==> src/rtl/cpu_irq_pkg.sv <==
// Shared types and constants for the CPU interrupt controller.
// Holds the FSM states, the register map and the status word layout.
package cpu_irq_pkg;

    typedef enum logic [1:0] {
        ST_IDLE = 2'd0,
        ST_REQ  = 2'd1,
        ST_ACK  = 2'd2,
        ST_HOLD = 2'd3
    } irq_state_e;

    localparam logic [3:0] ADDR_MASK = 4'h8;
    localparam logic [3:0] ADDR_PEND = 4'h9;
    localparam logic [3:0] ADDR_EN   = 4'hA;
    localparam logic [3:0] ADDR_STAT = 4'hB;

    localparam int STAT_GRANT_LSB = 0;
    localparam int STAT_STATE_LSB = 3;

    typedef struct packed {
        irq_state_e state;
        logic [2:0] grantId;
    } irq_status_t;

    function automatic logic [31:0] status_word(
        input irq_state_e s,
        input logic [2:0] g
    );
        irq_status_t st;
        st.state   = s;
        st.grantId = g;
        return {27'd0, st};
    endfunction

endpackage

==> src/rtl/irq_prio_enc.sv <==
// Lowest-index-wins priority encoder over the enabled pending sources.
// Reports whether any request is present and the winning index.
module irq_prio_enc #(
    parameter int N_SRC = 8
) (
    input  logic [N_SRC-1:0] req,
    output logic             valid,
    output logic [2:0]       idx
);

    always_comb begin
        valid = 1'b0;
        idx   = 3'd0;
        // Scan downwards so the lowest set bit is the last one to assign
        for (int i = N_SRC - 1; i >= 0; i--) begin
            if (req[i]) begin
                valid = 1'b1;
                idx   = 3'(i);
            end
        end
    end

endmodule

==> src/rtl/irq_controller.sv <==
// Edge-triggered interrupt controller with a 4-state request/ack handshake.
// Sources latch into pending, the lowest enabled one is granted to the CPU.
module irq_controller #(
    parameter int N_SRC   = 8,
    parameter int HOLDOFF = 4
) (
    input  logic             clk,
    input  logic             nRst,
    input  logic [N_SRC-1:0] irqSrc,
    input  logic             cfgWrEn,
    input  logic [3:0]       cfgAddr,
    input  logic [31:0]      cfgDataIn,
    output logic [31:0]      cfgDataOut,
    output logic             IRQ,
    output logic [11:0]      IRQn,
    input  logic             IRQAck
);
    import cpu_irq_pkg::*;

    localparam int          HOLD_CYC  = (HOLDOFF < 1) ? 1 : HOLDOFF;
    localparam logic [15:0] HOLD_LAST = 16'(HOLD_CYC - 1);

    irq_state_e       state;
    irq_state_e       stateNext;
    logic [N_SRC-1:0] srcQ;
    logic [N_SRC-1:0] srcRise;
    logic [N_SRC-1:0] pending;
    logic [N_SRC-1:0] pendNext;
    logic [N_SRC-1:0] pendClr;
    logic [N_SRC-1:0] ackClr;
    logic [N_SRC-1:0] mask;
    logic [N_SRC-1:0] armedReq;
    logic [11:0]      vector [8];
    logic             globalEn;
    logic             armed;
    logic [2:0]       grantId;
    logic [2:0]       encIdx;
    logic             encValid;
    logic             grantLoad;
    logic             ackHit;
    logic             holdClr;
    logic             holdInc;
    logic [15:0]      holdCnt;
    logic             hitVec;
    logic             hitMask;
    logic             hitPend;
    logic             hitEn;
    logic             hitStat;
    logic             unusedBits;

    assign unusedBits = ^cfgDataIn[31:12];

    assign hitVec  = !cfgAddr[3] && (int'(cfgAddr[2:0]) < N_SRC);
    assign hitMask = (cfgAddr == ADDR_MASK);
    assign hitPend = (cfgAddr == ADDR_PEND);
    assign hitEn   = (cfgAddr == ADDR_EN);
    assign hitStat = (cfgAddr == ADDR_STAT);

    // armed masks the first sample after reset so lines already high are not edges
    assign srcRise = irqSrc & ~srcQ & {N_SRC{armed}};

    always_ff @(posedge clk or negedge nRst) begin
        if (!nRst) begin
            srcQ  <= '0;
            armed <= 1'b0;
        end else begin
            srcQ  <= irqSrc;
            armed <= 1'b1;
        end
    end

    always_comb begin
        ackClr = '0;
        for (int i = 0; i < N_SRC; i++) begin
            ackClr[i] = ackHit && (grantId == 3'(i));
        end
    end

    assign pendClr  = ((cfgWrEn && hitPend) ? cfgDataIn[N_SRC-1:0] : '0)
                    | ackClr;
    assign pendNext = (pending & ~pendClr) | srcRise;
    assign armedReq = pending & mask;

    irq_prio_enc #(
        .N_SRC(N_SRC)
    ) u_prio (
        .req  (armedReq),
        .valid(encValid),
        .idx  (encIdx)
    );

    always_ff @(posedge clk or negedge nRst) begin
        if (!nRst) begin
            pending  <= '0;
            mask     <= '0;
            globalEn <= 1'b0;
            for (int i = 0; i < 8; i++) begin
                vector[i] <= '0;
            end
        end else begin
            pending <= pendNext;
            if (cfgWrEn && hitVec) begin
                vector[cfgAddr[2:0]] <= cfgDataIn[11:0];
            end
            if (cfgWrEn && hitMask) begin
                mask <= cfgDataIn[N_SRC-1:0];
            end
            if (cfgWrEn && hitEn) begin
                globalEn <= cfgDataIn[0];
            end
        end
    end

    always_comb begin
        stateNext = state;
        grantLoad = 1'b0;
        ackHit    = 1'b0;
        holdClr   = 1'b0;
        holdInc   = 1'b0;
        unique case (state)
            ST_IDLE: begin
                if (globalEn && encValid) begin
                    stateNext = ST_REQ;
                    grantLoad = 1'b1;
                end
            end
            ST_REQ: begin
                if (IRQAck) begin
                    stateNext = ST_ACK;
                    ackHit    = 1'b1;
                end
            end
            ST_ACK: begin
                if (!IRQAck) begin
                    stateNext = ST_HOLD;
                    holdClr   = 1'b1;
                end
            end
            ST_HOLD: begin
                if (holdCnt == HOLD_LAST) begin
                    stateNext = ST_IDLE;
                end else begin
                    holdInc = 1'b1;
                end
            end
        endcase
    end

    always_ff @(posedge clk or negedge nRst) begin
        if (!nRst) begin
            state   <= ST_IDLE;
            grantId <= '0;
            IRQn    <= '0;
            holdCnt <= '0;
        end else begin
            state <= stateNext;
            // Vector is captured at grant so later writes cannot disturb REQ
            if (grantLoad) begin
                grantId <= encIdx;
                IRQn    <= vector[encIdx];
            end
            if (holdClr) begin
                holdCnt <= '0;
            end else if (holdInc) begin
                holdCnt <= holdCnt + 16'd1;
            end
        end
    end

    assign IRQ = (state == ST_REQ);

    always_comb begin
        cfgDataOut = '0;
        unique case (1'b1)
            hitVec:  cfgDataOut = {20'd0, vector[cfgAddr[2:0]]};
            hitMask: cfgDataOut = 32'(mask);
            hitPend: cfgDataOut = 32'(pending);
            hitEn:   cfgDataOut = {31'd0, globalEn};
            hitStat: cfgDataOut = status_word(state, grantId);
            default: cfgDataOut = '0;
        endcase
    end

endmodule

==> config.mk <==
export PLATFORM = sky130hd
export DESIGN_NAME = irq_controller
export DESIGN_NICKNAME = d
export VERILOG_FILES = /design/src/rtl/cpu_irq_pkg.sv /design/src/rtl/irq_prio_enc.sv /design/src/rtl/irq_controller.sv
export SDC_FILE = /design/constraint.sdc
export NUM_CORES = 1
export LEC_CHECK = 0
export ABC_AREA = 1
export CAP_MARGIN = 20
export CORE_MARGIN = 10
export CORE_UTILIZATION = 42
export CTS_CLUSTER_SIZE = 20
export DETAILED_ROUTE_END_ITERATION = 8
export PLACE_DENSITY_LB_ADDON = 0.12
export SETUP_SLACK_MARGIN = 0.15
export SYNTH_ARGS = -nofsm -noshare
export SYNTH_HDL_FRONTEND = slang
export SYNTH_SLANG_ARGS = --single-unit
==> constraint.sdc <==
create_clock -name clk -period 2.6 [get_ports clk]
set_input_delay 0.52 -clock clk [delete_from_list [all_inputs] [get_ports clk]]
set_output_delay 0.52 -clock clk [all_outputs]
set_load 0.01 [all_outputs]
==> results by group <==
Critical path
  – Cell at the slowest stage of the critical path: clkdlybuf4s15_2
  – Worst r2r dst: IRQn[7]$_DFFE_PN0P_
  – Max FO, Critical Path: 4
  – Worst Path Required: 2080 ps
  – CP Launch Point: cfgAddr[0]
  – Crit path largest cell delay: 260 ps
  – Crit Path Class: input pin to primary output
  – Arrival time worst endpoint: 1890 ps
  – Crit path to: cfgDataOut[4]
  – Nature of the critical path endpoint: primary output
  – Reg2Reg Depth: 14
  – Reg-to-reg slack, setup: 520 ps
  – Worst flop-to-flop path startpoint: pending[7]$_DFF_PN0_
  – CP startpoint kind: input pin
  – Crit-path cells: buf_2 > inv_4 > nor2_4 > buf_6 > buf_4 > a22oi_1 > nand3_1 > o311ai_2 > nand4_1 > clkdlybuf4s15_2

Logic synthesis
  – Seq/Total Area, Yosys: a little under half
  – Adder-Cell Fraction of Synth Area: 0.907%
  – Synth Register Bits: approximately 160
  – Top-area cell type share of the netlist area: between 40% and 50%
  – Post-synthesis cell count: 1075
  – Leading area contributor after synthesis: dfrtp_1
  – Mux cell area share after synthesis: 0%
  – Avg Cell Area, Syn: 7.70 µm²
  – Main combinational cell family by area after synthesis: simple AND/OR/NAND/NOR gates
  – Synth Area in XOR/XNOR: 0.317%
  – Yosys warns: 0
  – Synth top area cells: dfrtp_1, nand2_1, nand3_1
  – Synth Area in Simple Gates: 28.5%
  – Count of cell types in the netlist: 40
  – Synth Area in Compound Gates: 13.5%
  – Post-Syn Area: 8280 µm²

CTS
  – Num CTS Buffers: 17
  – Root Driver: clkbuf_16
  – Clock Latency Late Sink: roughly 430 ps
  – Sink Count: 155
  – Worst-path clk slew: 70 ps
  – # hold bufs at CTS: 0
  – TritonCTS clock tree: built
  – H-tree depth: 4
  – CTS max path bufs: 2

Finish
  – Nets@finish: between 1000 and 1500
  – Synth-to-layout area growth: 20.7%
  – Post-route design area: 9990 µm²
  – Post-Route Utilization: between 50% and 60%
  – N_diodes: 0
  – Fill cells: 1924
  – Share of cells above drive strength 1: 11.2%

Die
  – I/O pin count: 93
  – Core area: ~19000 µm²
  – Die Y: 160 µm
  – Starting density of the core: 42.7%
  – DIE WIDTH: around 160 µm
  – # rows: 51
  – Die area: 25700 µm²

Route
  – Initial drt markers: ~850
  – Routed Antenna Nets: 0
  – Vias: 7794
  – Vias per inst: 5.45
  – Drt first pass iters: 6
  – Final WL: 27.2 mm
  – Number of remaining DRC errors: 0
  – Avg WL per Cell: 19.0 µm

Run
  – Max-cap violations: 0

Global route
  – First-pass GRT wire length: 43.1 mm
  – Largest net degree at the start of global routing: 55
  – Vias in the first global route: 7487
  – GRT overflow: 0
  – Antenna violations before repair: 0
  – Tot GR Track Use: approximately a fifth

STA
  – Max-slew violations: 0
  – Tightest Pin Transition: 561 ps
  – Fmax: approximately 420 MHz
  – Fin crit period: between 2000 and 2500 ps
  – Final setup viols: 0
  – RSZ-0062 raised after global routing: true
  – Layout Skew: 7.58 ps
  – Final hold violation count: 0
  – Max-slew headroom: 62.6%
  – Final setup TNS: 0 ps
  – Fin crit share: 92.5%

Placed design
  – PortBufs: 52
  – GPL Wtd Cong: 0.908
  – Dpl hpwl: 19.2 mm
  – Placed Area: 9310 µm²

Power and ir drop
  – Leakage: 4.68 nW
  – Peak VDD IR: 499 µV
  – Power Dens Cells: approximately 900 nW/µm²

Run status
  – Status: complete, no violations

Min path
  – HP Class: input pin to asynchronous set/reset pin
[worst max-delay path, delay by kind of cell]
family / cells / cell delay (ps)
compound gates: 2 / 240
buf+inv: 5 / 760
simple gates: 3 / 360
[cells by family (layout without fill, tap and decap cells)]
| family | count (synthesis) | after routing |
|---|---|---|
| and+or+nand+nor | 534 | 534 |
| DFF | 155 | 155 |
| adders and majority gates | 6 | 6 |
| AOI/OAI and AO/OA | 194 | 194 |
| other | 2 | 21 |
| xor gates and xnor gates | 3 | 3 |
| buffers and inverters | 181 | 253 |
[stage by stage]
step                      std cells  hold WS (ps)  setup slack [ps]  power, mW
final                          1431          27.0               194       9.18
after global routing           1431          55.4               119       9.73
after CTS                      1428          36.1               155       9.18
after detailed placement       1395           430              -699       6.44
after global placement         1395           412              -669       6.40
after floorplan                1094           224               446       5.26
[cell type report]
cell class	count	area (µm²)	share of cell area, %
Sequential cell	155	3880	38.8
Multi-Input combinational cell	758	3690	36.9
Timing Repair Buffer	112	1020	10.3
Clock buffer	23	488	4.88
Inverter	108	418	4.18
Tap cell	265	332	3.32
Clock inverter	9	159	1.59
Timing Repair inverter	1	3.75	0.0376
[power by group]
group          switching, mW  leakage (nW)  internal, mW
clock network           1.01         0.314          1.72
logic                   1.97          2.43          1.09
registers              0.464          1.93          2.93
total                   3.45          4.68          5.73
[cells in the final DEF (no fill, tap or decap), types with 11 or more instances in the layout]
master / count
nand2_1: 286
dfrtp_1: 155
nand3_1: 149
o21ai_0: 120
inv_1: 99
buf_4: 50
nor2_1: 38
clkdlybuf4s50_1: 35
nand4_1: 25
conb_1: 21
a22oi_1: 19
clkbuf_16: 17
a21oi_1: 16
o22ai_1: 16
nor3_1: 11
[how the worst min path moves through the flow]
stage	start	to	slack [ps]
6_report	nRst	holdCnt[0]$_DFFE_PN0P_	30
5_1_grt	nRst	holdCnt[0]$_DFFE_PN0P_	60
4_1_cts	nRst	holdCnt[0]$_DFFE_PN0P_	40
3_5_place_dp	srcQ[4]$_DFF_PN0_	pending[4]$_DFF_PN0_	430
3_3_place_gp	srcQ[0]$_DFF_PN0_	pending[0]$_DFF_PN0_	410
2_1_floorplan	nRst	IRQn[0]$_DFFE_PN0P_	220
[Yosys cell counts]
cell and instances:
o21ai_1 2, a211oi_1 1, xor2_1 3, clkbuf_1 23, o22ai_1 16, o21ai_0 120
inv_2 8, o311ai_0 4, buf_6 1, or2_2 1, a22o_1 1, inv_1 100
a21oi_1 16, nor2_1 40, nor4_4 1, nand4_1 25, a32o_1 3, a31oi_1 1
nor4_1 7, buf_2 20, a22oi_1 19, a311oi_1 2, buf_4 26, o311ai_1 2
buf_1 2, ha_1 6, and3_1 2, nand3b_1 1, dfrtp_1 155, nand3_1 149
nor2_4 4, o211ai_1 3, a21oi_4 1, o2111ai_1 3, clkbuf_2 1, nor2_2 4
nor3_1 11, conb_1 2, nand2_1 287, nand2_2 2
[flip-flops by register name, summed over array words and instances, names as in the netlist]
signal,flops
vector,96
holdCnt,16
IRQn,12
mask,8
pending,8
srcQ,8
grantId,3
state,2
armed,1
globalEn,1
[per-layer routing]
metal / wire length, µm / track usage, %
met1: 12200 / 28.9
met2: 12300 / 32.1
met3: 2190 / 4.91
met4: 516 / 6.26
met5: 0 / 0
[timing repair]
action                                  4_1_cts  5_1_grt
setup buffers                                 0        3
endpoints found under the setup margin       12        9
gates cloned                                  1        0
pin swaps                                     4        6
resized for setup                            59       13
No activity file was read; power rests on OpenSTA's default activity.
